--- src/rtl/sc_regbackg_pkg.sv ---
// Shared constants and helpers for the background matrix register and its row scanner.
// Optional scroll mode is selected in the top level by SC_REGBACKG_SCROLL_EN.
package sc_regbackg_pkg;

  localparam int DEF_DATAWIDTH = 8;
  localparam int DEF_ROWS      = 8;
  localparam int DEF_SCAN_DIV  = 50000;

  // Widest row-select the decode helper supports.
  localparam int MAX_ROWS = 64;

  function automatic int idx_width(input int n);
    return (n > 1) ? $clog2(n) : 1;
  endfunction

  function automatic logic [MAX_ROWS-1:0] row_onehot(input int unsigned idx);
    return MAX_ROWS'(1) << idx;
  endfunction

endpackage

--- src/rtl/sc_regbackg_scan.sv ---
// Row scanner: prescaler, active-row counter and a registered one-cycle frame-wrap pulse.
// Independent of the matrix strobes; only reset restarts it.
module sc_regbackg_scan
  import sc_regbackg_pkg::*;
#(
  parameter int ROWS     = DEF_ROWS,
  parameter int SCAN_DIV = DEF_SCAN_DIV,
  parameter int RW       = idx_width(ROWS)
) (
  input  logic          i_clk,
  input  logic          i_rst,
  output logic [RW-1:0] o_scan_row,
  output logic          o_frame_done
);

  localparam int DW = idx_width(SCAN_DIV);

  logic [DW-1:0] r_div;
  logic [RW-1:0] r_scan_row;
  logic          r_frame_done;
  logic          w_tick;
  logic          w_wrap;

  assign w_tick = (r_div == DW'(SCAN_DIV - 1));
  assign w_wrap = w_tick && (r_scan_row == RW'(ROWS - 1));

  always_ff @(posedge i_clk or posedge i_rst) begin
    if (i_rst) begin
      r_div        <= '0;
      r_scan_row   <= '0;
      r_frame_done <= 1'b0;
    end else begin
      if (w_tick) begin
        r_div      <= '0;
        r_scan_row <= r_scan_row + 1'b1;  // ROWS is a power of two, so this wraps naturally
      end else begin
        r_div <= r_div + 1'b1;
      end
      r_frame_done <= w_wrap;
    end
  end

  assign o_scan_row   = r_scan_row;
  assign o_frame_done = r_frame_done;

endmodule

--- src/rtl/sc_regbackg.sv ---
// Background image register (ROWS x DATAWIDTH) with active-low clear/load strobes and row scan-out.
// Define SC_REGBACKG_SCROLL_EN to make load shift the image down instead of writing at wptr.
module sc_regbackg
  import sc_regbackg_pkg::*;
#(
  parameter int DATAWIDTH = DEF_DATAWIDTH,
  parameter int ROWS      = DEF_ROWS,
  parameter int SCAN_DIV  = DEF_SCAN_DIV
) (
  input  logic                 SC_STATEMACHINEBACKG_CLOCK_50,
  input  logic                 SC_STATEMACHINEBACKG_RESET_InHigh,
  input  logic                 SC_REGBACKG_clear_InLow,
  input  logic                 SC_REGBACKG_load_InLow,
  input  logic [DATAWIDTH-1:0] SC_REGBACKG_data_InBUS,
  output logic [ROWS-1:0]      SC_REGBACKG_row_OutBUS,
  output logic [DATAWIDTH-1:0] SC_REGBACKG_col_OutBUS,
  output logic                 SC_REGBACKG_frameDone_Out
);

  localparam int RW = idx_width(ROWS);

  logic [DATAWIDTH-1:0] r_matrix [ROWS];
  logic [RW-1:0]        w_scan_row;
  logic                 w_frame_done;

`ifndef SC_REGBACKG_SCROLL_EN
  logic [RW-1:0]        r_wptr;
`endif

  // Clear wins over load when both strobes are low in the same cycle.
  always_ff @(posedge SC_STATEMACHINEBACKG_CLOCK_50 or posedge SC_STATEMACHINEBACKG_RESET_InHigh) begin
    if (SC_STATEMACHINEBACKG_RESET_InHigh) begin
      for (int i = 0; i < ROWS; i++) r_matrix[i] <= '0;
`ifndef SC_REGBACKG_SCROLL_EN
      r_wptr <= '0;
`endif
    end else if (!SC_REGBACKG_clear_InLow) begin
      for (int i = 0; i < ROWS; i++) r_matrix[i] <= '0;
`ifndef SC_REGBACKG_SCROLL_EN
      r_wptr <= '0;
`endif
    end else if (!SC_REGBACKG_load_InLow) begin
`ifdef SC_REGBACKG_SCROLL_EN
      for (int i = ROWS - 1; i >= 1; i--) r_matrix[i] <= r_matrix[i-1];
      r_matrix[0] <= SC_REGBACKG_data_InBUS;
`else
      r_matrix[r_wptr] <= SC_REGBACKG_data_InBUS;
      r_wptr           <= r_wptr + 1'b1;
`endif
    end
  end

  sc_regbackg_scan #(
    .ROWS     (ROWS),
    .SCAN_DIV (SCAN_DIV),
    .RW       (RW)
  ) u_scan (
    .i_clk        (SC_STATEMACHINEBACKG_CLOCK_50),
    .i_rst        (SC_STATEMACHINEBACKG_RESET_InHigh),
    .o_scan_row   (w_scan_row),
    .o_frame_done (w_frame_done)
  );

  assign SC_REGBACKG_row_OutBUS    = ROWS'(row_onehot(32'(w_scan_row)));
  assign SC_REGBACKG_col_OutBUS    = r_matrix[w_scan_row];
  assign SC_REGBACKG_frameDone_Out = w_frame_done;

endmodule

--- config.mk ---
export PLATFORM = sky130hd
export DESIGN_NAME = sc_regbackg
export DESIGN_NICKNAME = d
export VERILOG_FILES = /design/src/rtl/sc_regbackg_pkg.sv /design/src/rtl/sc_regbackg_scan.sv /design/src/rtl/sc_regbackg.sv
export SDC_FILE = /design/constraint.sdc
export NUM_CORES = 1
export LEC_CHECK = 0
export CAP_MARGIN = 30
export CORE_MARGIN = 2
export CORE_UTILIZATION = 55
export CTS_BUF_LIST = sky130_fd_sc_hd__clkbuf_16
export DETAILED_ROUTE_END_ITERATION = 7
export PLACE_DENSITY = 0.79
export SYNTH_ARGS = -nofsm -noshare
export SYNTH_HDL_FRONTEND = slang
export SYNTH_SLANG_ARGS = --single-unit
--- constraint.sdc ---
create_clock -name SC_STATEMACHINEBACKG_CLOCK_50 -period 7.5 [get_ports SC_STATEMACHINEBACKG_CLOCK_50]
set_clock_uncertainty 0.1 [all_clocks]
set_input_delay 0.75 -clock SC_STATEMACHINEBACKG_CLOCK_50 [delete_from_list [all_inputs] [get_ports SC_STATEMACHINEBACKG_CLOCK_50]]
set_output_delay 0.75 -clock SC_STATEMACHINEBACKG_CLOCK_50 [all_outputs]
set_load 0.005 [all_outputs]
==> results of run 1 <==
-- worst max-delay path, delay by kind of cell, from the launching register on --
family	cells	cell delay, ps
flops	1	730
buf+inv	2	960
fa+ha+maj	1	350
-- layer usage --
| metal | part of all wire [%] | global-route usage [%] | wire length (microns) |
|---|---|---|---|
| met2 | 49 | 38.8 | 4700 |
| met3 | 6.8 | 3.37 | 660 |
| met1 | 43 | 34.4 | 4130 |
| met4 | 1.9 | 8.82 | 180 |
| met5 | 0 | 0 | 0 |
-- power by group through the flow --
stage	clock, mW	sequential (mW)	combinational [mW]
2_1_floorplan	0	0.490	0.0512
3_3_place_gp	0	0.493	0.0711
3_5_place_dp	0	0.493	0.0744
4_1_cts	0.544	0.485	0.0754
5_1_grt	0.565	0.485	0.0823
6_report	0.541	0.485	0.0746
-- layout by cell type (no fill, tap or decap), types with 3 or more instances in the layout --
| master | count |
|---|---|
| clkdlybuf4s50_1 | 28 |
| nor3_2 | 3 |
| dfrtp_1 | 87 |
| clkbuf_16 | 9 |
| a21boi_0 | 30 |
| mux4_2 | 16 |
| mux2i_1 | 34 |
| ha_1 | 8 |
| nand4_1 | 4 |
| nor3_1 | 4 |
| and2_1 | 6 |
| nor2b_1 | 37 |
| nor4_1 | 3 |
| xnor2_1 | 14 |
| inv_1 | 5 |
| nand2b_1 | 6 |
| nor2_1 | 14 |
| nand3_1 | 7 |
| xor2_1 | 3 |
| nand2_1 | 93 |
| bufinv_16 | 4 |
-- flip-flops by register name, summed over array words and instances (netlist names) --
register             cells
r_matrix                64
r_wptr                   3
u_scan.o_frame_done      1
u_scan.o_scan_row        3
u_scan.r_div            16
-- path summary, 6_finish.rpt --
check                                             startpoint                        end  cells after the start
hold / removal                               u_scan.r_div[0]            u_scan.r_div[0]                      1
setup reg to reg                            u_scan.r_div[11]       u_scan.o_scan_row[1]                      4
setup / recovery                        u_scan.o_scan_row[2]  SC_REGBACKG_row_OutBUS[3]                      3
min in group asynchronous  SC_STATEMACHINEBACKG_RESET_InHigh               r_matrix[56]                      3
hold reg to reg                              u_scan.r_div[0]            u_scan.r_div[0]                      1
max in group asynchronous  SC_STATEMACHINEBACKG_RESET_InHigh               r_matrix[28]                      4
-- kinds of logic (layout without fill, tap and decap cells) --
kind of cell | count (synthesis) | count (layout)
multiplexers | 51 | 51
AND/OR/NAND/NOR | 185 | 185
XOR/XNOR | 17 | 17
AO/OA/AOI/OAI | 32 | 32
adder cells (fa/ha/maj) | 8 | 8
buffers and inverters | 35 | 54
flip-flops | 87 | 87
-- stage by stage --
step	util [%]	total power, mW	instance area, sq um
final	66.4	1.10	5180
after global placement	61.1	0.564	4770
after floorplan	-	0.541	4460
after CTS	66.4	1.10	5180
after detailed placement	61.8	0.568	4820
after global routing	66.4	1.13	5180
-- cell type report --
| cell class | instances | area [sq um] | share of cell area, % |
|---|---|---|---|
| sequential | 87 | 2180 | 42.0 |
| multi-input combinational | 293 | 2140 | 41.3 |
| timing repair buffer | 32 | 350 | 6.76 |
| clock buffer | 9 | 225 | 4.35 |
| clock inverter | 6 | 133 | 2.56 |
| tap | 102 | 128 | 2.46 |
| inverter | 7 | 27.5 | 0.531 |
==> impl_metrics.toml, run 1 <==
[status]
outcome = "complete, no violations"

[clocking]
clockBufferDepth = 2
cts_buffers = 9
clk_latency_ps = 340
tritoncts = "done"
ctsRootBufferMaster = "clkbuf_16"
postCtsResizedCells = 0
cts_max_level = 3
postCtsHoldBufs = 0
cts_num_sinks = 87
clkTransAtPathRegs_ps = 60
cts_setup_buffers = 0

[die]
die_h_microns = 94.1
die_w_microns = 94.1
core_sq_mm = 0.00781
design.die.area_sq_mm = 0.00885
top_level_ports = 29
initial_core_util_pct = 57.2
num_rows = 32

[place]
dpl.hpwl_microns = 6090
place_inst = 521
gp_congestion = 0.769
io_buffers = 28
pre_cts_ws_ps = 4350

[timing]
worst_pin_slew_ps = 972
grt_setup_unrepaired = "no"
hold_ws_ps = 395
period_needed_ps = 3240
tns_ps = 0
setup_ws_ps = 4260
period_share_pct = 43.2
setup_viol = 0
finalMaxSlewViolations = 0
finalHoldViolCount = 0
fmax_mhz = 308
slew_headroom_pct = 34.7

[critical_path]
cp_data_arrival_time_ps = 2390
startpoint_type = "register"
reg2reg_slack_ps = 5240
max_stage_delay_ps = 730
required_ps = 6650
slowest_stage = "dfrtp_1"
critPathKind = "register to output port"
cp_max_fo = 16
setup.worst_path.end_class = "output port"
crit_chain = "clkinv_1 > ha_1 > clkdlybuf4s50_1"

[synthesis]
synth-compound-area-share_pct = 5.38
synth.mux.area_fraction_pct = 15.9
synth_edf_count = 0
synth-seq-cells = 87
ys_seq_area_share_pct = 48.8
synth_top_area_share_pct = 48.8
synth_largest_area_cell = "dfrtp_1"
yosysUniqueCellTypes = 31
synthFlopType = "dfrtp_1"
syn-cell-area_sq_mm = 0.00446
yosys_warnings = 0
synth_async_sr_flop_share_pct = 100
synthXorXnorAreaFrac_pct = 3.34
synthAdderAreaFrac_pct = 2.24
avgSynthCellArea_sq_um = 10.8
synth_top_family_by_area = "simple AND/OR/NAND/NOR gates"
yosys-top-cells-area = "dfrtp_1, mux4_2, nand2_1, mux2i_1, nor2b_1"
synth_cells = 415
yosys-top-cells-count = "nand2_1, dfrtp_1, nor2b_1"
yosys.area_share.simple_pct = 21.0
yosysMostFrequentCell = "nand2_1"
synth_fp_nets = 435

[cells_and_area]
area_growth_pct = 16.1
drive_gt1_share_pct = 10.4
diodes = 0
nets = 450
num-fill-cells = 606
final_cells = 536

[detailed_routing]
drc = 0
wire_per_inst_microns = 18.0
totalWireLength_microns = 9670
drtAntennaViolNets = 0
avgViaCountPerCell = 5.68
num_vias = 3046
drtIter0Drc = 276
dr.pass1.iters = 4

[grt]
grt_use_total_pct = 24.4
gr-total-overflow = 0
grt_pass1_wl_microns = 16400
antenna_found_initial = 0
grt_max_degree = 74
first_global_vias = 3178

[pwr]
power_frac_comb_pct = 6.8
leakage_nw = 2.11
internal-power_mw = 0.869
seqPwrFrac_pct = 44.1
power_frac_clock_pct = 49.2
switching_share_pct = 21.0
switching_power_mw = 0.232
p_per_area_mw_per_mm2 = 212
ir_worst_vdd_mv = 0.119

[worst_hold_path]
hp-class = "register to register"

[flow_run]
cap_violations = 0
Power figures use the tool's default switching activity.
==> run 2, diff against run 1 <==
clock period = 3.05 ns   (was 7.5 ns; I/O delays follow)
==> run 2 against run 1 <==
Combinational power rose to 2.5 times the previous value. Global-route usage down 0.24 points. Wire length down 0.12%. Worst setup slack worse by 3800 ps. Worst hold slack worse by 24 ps. Cell count up 0.75%. Die area unchanged. Non-clock buffer count up 5. Power up 130%. Critical path type unchanged. Critical endpoint is now SC_REGBACKG_col_OutBUS[7]. Largest power group is now sequential cells.
==> impl_metrics.toml, run 2 (synthesis results as in run 1) <==
[timing]
period_needed_ps = 2600
slew_headroom_pct = 38.6
fmax_mhz = 385
tns_ps = 0
setup_viol = 0
finalHoldViolCount = 0
worst_pin_slew_ps = 921
period_share_pct = 85.2
finalMaxSlewViolations = 0
grt_setup_unrepaired = "no"
setup_ws_ps = 450

[die]
die_h_microns = 94.1
design.die.area_sq_mm = 0.00885
top_level_ports = 29
num_rows = 32
initial_core_util_pct = 57.2
die_w_microns = 94.1
core_sq_mm = 0.00781

[pwr]
power_frac_clock_pct = 45.5
switching_power_mw = 0.559
internal-power_mw = 1.97
seqPwrFrac_pct = 47.1
power_frac_comb_pct = 7.4
switching_share_pct = 22.1
p_per_area_mw_per_mm2 = 493
ir_worst_vdd_mv = 0.367
leakage_nw = 2.09

[place]
io_buffers = 28
gp_congestion = 0.828
placed_cell_area_sq_mm = 0.00482
pre_cts_ws_ps = 608
place_inst = 526
dpl.hpwl_microns = 6160

[critical_path]
setup.worst_path.end_class = "output port"
crit_chain = "buf_4 > mux4_2 > nand2_1 > nand2_1 > clkdlybuf4s50_1"
cp_max_fo = 19
cp_top_family = "buffers and inverters"
max_stage_delay_ps = 560
critPathKind = "register to output port"
path_buf_inv = 2
crit_path_frequent_cell = "nand2_1"
slowest_stage = "mux4_2"
required_ps = 2640
cp_data_arrival_time_ps = 2190
startpoint_type = "register"

[clocking]
cts_max_level = 3
tritoncts = "done"
ctsRootBufferMaster = "clkbuf_16"
clkTransAtPathRegs_ps = 60
cts_setup_buffers = 0
postCtsHoldBufs = 0
postCtsResizedCells = 0
cts_num_sinks = 87
cts_buffers = 9
clockBufferDepth = 2
clk_latency_ps = 330

[detailed_routing]
drtAntennaViolNets = 0
drc = 0
avgViaCountPerCell = 5.71
wire_per_inst_microns = 17.9
drtIter0Drc = 174
dr.pass1.iters = 4
totalWireLength_microns = 9660
num_vias = 3083

[cells_and_area]
final_cell_mix = "nand2_1, dfrtp_1, nor2b_1"
top_register = "r_matrix"
area_growth_pct = 14.9
nets = 455
largest_reg_flops = 64
diodes = 0
top_regs = "r_matrix: 64 flops, u_scan.r_div: 16 flops"
final_cells = 540
mostFrequentLayoutCell = "nand2_1"
drive_gt1_share_pct = 11.4
final_area_sq_mm = 0.00513

[grt]
grt_max_degree = 62
grt_use_total_pct = 24.1
grt_pass1_wl_microns = 16200
gr-total-overflow = 0
antenna_found_initial = 0
first_global_vias = 3204

[flow_run]
cap_violations = 0

[worst_hold_path]
hp-class = "input port to asynchronous set/reset pin"

[status]
outcome = "complete, no violations"
==> run 2: changes by cell type in the layout (fill, tap and decap cells not counted) <==
cell / delta
bufinv_16: -2
clkinv_1: -1
buf_16: -2
clkinvlp_4: +2
buf_4: +7
==> run 2: worst paths after layout <==
check,startpoint,endpoint,slack (ps),depth (start not counted)
min,SC_STATEMACHINEBACKG_RESET_InHigh,r_matrix[10],370,2
max in group asynchronous,SC_STATEMACHINEBACKG_RESET_InHigh,r_matrix[53],1720,3
max reg2reg,u_scan.r_div[11],u_scan.o_scan_row[1],940,4
min in group SC_STATEMACHINEBACKG_CLOCK_50,u_scan.r_div[0],u_scan.r_div[0],400,1
min reg2reg,u_scan.r_div[0],u_scan.r_div[0],400,1
max,u_scan.o_scan_row[0],SC_REGBACKG_col_OutBUS[7],450,5
==> run 2: power groups by stage <==
| stage | Sequential [mW] | Clock, mW | Combinational, mW |
|---|---|---|---|
| 2_1_floorplan | 1.20 | 0 | 0.126 |
| 3_3_place_gp | 1.21 | 0 | 0.184 |
| 3_5_place_dp | 1.21 | 0 | 0.188 |
| 4_1_cts | 1.19 | 1.16 | 0.189 |
| 5_1_grt | 1.19 | 1.22 | 0.207 |
| 6_report | 1.19 | 1.15 | 0.187 |
==> run 2: cell type report <==
class                   count  area, sq um
clock buffers               9          225
clock inverters             5         83.8
fillers                   608         2680
inverters                   7         27.5
multi-input cells         293         2140
flip-flops and latches     87         2180
well taps                 102          128
repair buffers             37          348
==> run 2: layer usage <==
layer | share of wire, % | track usage (%) | routed length, microns | vias to the layer above
met4 | 1.1 | 7.00 | 103 | 0
met1 | 45 | 34.6 | 4360 | 1558
li1 | - | - | - | 1427
met2 | 49 | 37.9 | 4730 | 87
met3 | 4.8 | 4.41 | 462 | 11
met5 | 0 | 0 | 0 | -
==> run 2: per-stage QoR <==
stage,hold WS (ps),total power [mW],utilization (%)
global route,421,2.62,65.7
finish,371,2.53,65.7
floorplan,352,1.33,-
CTS,392,2.54,65.7
detailed placement,384,1.40,61.7
global placement,373,1.39,61.7
==> run 3, diff against run 2 <==
GPL_TIMING_DRIVEN = 0   (was not set)
TNS_END_PERCENT = 10   (was not set)
clock period = 3.1 ns   (was 3.05 ns; I/O delays follow)
==> run 3 against run 2 <==
Clock power fell by 14%. Critical path depth grew 1. Via count shrank 1.0%. Register-to-register slack improved by 210 ps. Sequential share of layout area increased by 0.46 points. Critical path type unchanged. Flip-flop and latch count did not move. Worst setup slack got worse by 200 ps.
==> impl_metrics.toml, run 3 (synthesis results as in run 1) <==
[status]
outcome = "complete, no violations"

[cells_and_area]
area_growth_pct = 13.7
diodes = 0
drive_gt1_share_pct = 11.1
final_area_sq_mm = 0.00507
nets = 465
top_register = "r_matrix"
num-fill-cells = 623
final_cells = 552
multi_input_area_sq_mm = 0.00214
top_regs = "r_matrix: 64 flops, u_scan.r_div: 16 flops"
mostFrequentLayoutCell = "nand2_1"
register_area_sq_mm = 0.00218
final_cell_mix = "nand2_1, dfrtp_1, nor2b_1"
largest_reg_flops = 64

[clocking]
ctsRootBufferMaster = "clkbuf_16"
tritoncts = "done"
clk_latency_ps = 340
clockBufferDepth = 2
clkTransAtPathRegs_ps = 70
cts_max_level = 3
cts_buffers = 9
cts_num_sinks = 87

[critical_path]
cp_max_fo = 10
cp_top_family = "buffers and inverters"
max_stage_delay_ps = 520
critPathKind = "register to output port"
startpoint_type = "register"
cp_data_arrival_time_ps = 2440
r2r_end = "u_scan.o_scan_row[2]"
rr_worst_depth = 5
setup.worst_path.end_class = "output port"
crit_chain = "clkbuf_4 > buf_4 > mux4_2 > nand2_1 > nand2_1 > clkdlybuf4s50_1"
crit_path_frequent_cell = "nand2_1"
timing.rr.start = "u_scan.r_div[11]"
path_buf_inv = 3
slowest_stage = "mux4_2"
required_ps = 2690
reg2reg_slack_ps = 1150

[detailed_routing]
drtAntennaViolNets = 0
drc = 0
totalWireLength_microns = 9980
num_vias = 3052
avgViaCountPerCell = 5.53
dr.pass1.iters = 4
wire_per_inst_microns = 18.1
drtIter0Drc = 168

[pwr]
leakage_nw = 2.07
total_power_mw = 2.34
ir_worst_vdd_mv = 0.249
p_per_area_mw_per_mm2 = 461

[timing]
worst_pin_slew_ps = 862
finalHoldViolCount = 0
slew_headroom_pct = 42.1
grt_setup_unrepaired = "no"
setup_viol = 0
finalMaxSlewViolations = 0
tns_ps = 0
fmax_mhz = 351
period_share_pct = 91.9
period_needed_ps = 2850

[place]
dpl.hpwl_microns = 6700
io_buffers = 18
placed_cell_area_sq_mm = 0.00480
gp_congestion = 0.810
place_inst = 536

[grt]
antenna_found_initial = 0
gr-total-overflow = 0
grt_use_total_pct = 25.5
grt_max_degree = 59
first_global_vias = 3304
grt_pass1_wl_microns = 16900

[die]
top_level_ports = 29
initial_core_util_pct = 57.2
die_h_microns = 94.1
die_w_microns = 94.1
design.die.area_sq_mm = 0.00885
num_rows = 32
core_sq_mm = 0.00781

[flow_run]
cap_violations = 0

[worst_hold_path]
hp-class = "input port to asynchronous set/reset pin"
run 3: cell count changes in the layout (fill, tap and decap cells not counted), sizes merged:
cell,before,now
bufinv,2,0
clkbuf,9,29
clkdlybuf4s50,28,18
clkinv,2,5
clkinvlp,2,1
inv,6,8
run 3: timing repair:
action | CTS | global route
setup endpoints to repair | 11 | 8
buffers inserted | 0 | 0
hold buffers | 0 | 0
resized for setup | 1 | 5
run 3: routing by layer:
layer	routed length (microns)	track usage [%]
met1	4520	34.2
met2	4940	40.8
met3	375	5.46
met4	148	9.90
met5	0	0
run 3: worst max path at each step:
| stage | from | endpoint | slack, ps | cells after the start |
|---|---|---|---|---|
| 6_report | u_scan.o_scan_row[0] | SC_REGBACKG_col_OutBUS[2] | 250 | 6 |
| 3_3_place_gp | SC_STATEMACHINEBACKG_RESET_InHigh | r_matrix[37] | -900 | 2 |
| 3_5_place_dp | u_scan.o_scan_row[1] | SC_REGBACKG_col_OutBUS[2] | 230 | 6 |
| 2_1_floorplan | SC_STATEMACHINEBACKG_RESET_InHigh | r_matrix[0] | 440 | 1 |
| 5_1_grt | u_scan.o_scan_row[0] | SC_REGBACKG_col_OutBUS[2] | 70 | 6 |
| 4_1_cts | u_scan.o_scan_row[0] | SC_REGBACKG_col_OutBUS[2] | 3 | 6 |
run 3: final cells by class:
cell class,instances,share of cell area [%]
tap,102,2.51
inverter,7,0.567
buffer,28,2.51
sequential,87,42.9
timing repair buffer,19,4.09
clock buffer,9,4.44
multi-input combinational,293,42.2
clock inverter,7,0.789
run 3: where the power goes:
group	switching, mW	internal, mW
Combinational	0.109	0.0763
Clock	0.450	0.536
Sequential	0.0127	1.15
Total	0.572	1.77
run 3: through the flow:
step           utilization (%)  setup WS (ps)  hold WS, ps
6_report                  65.0            250          225
5_1_grt                   65.0           70.2          262
4_1_cts                   64.9           3.32          245
3_5_place_dp              61.5            232          384
3_3_place_gp              61.1           -896          371
2_1_floorplan                -            440          352
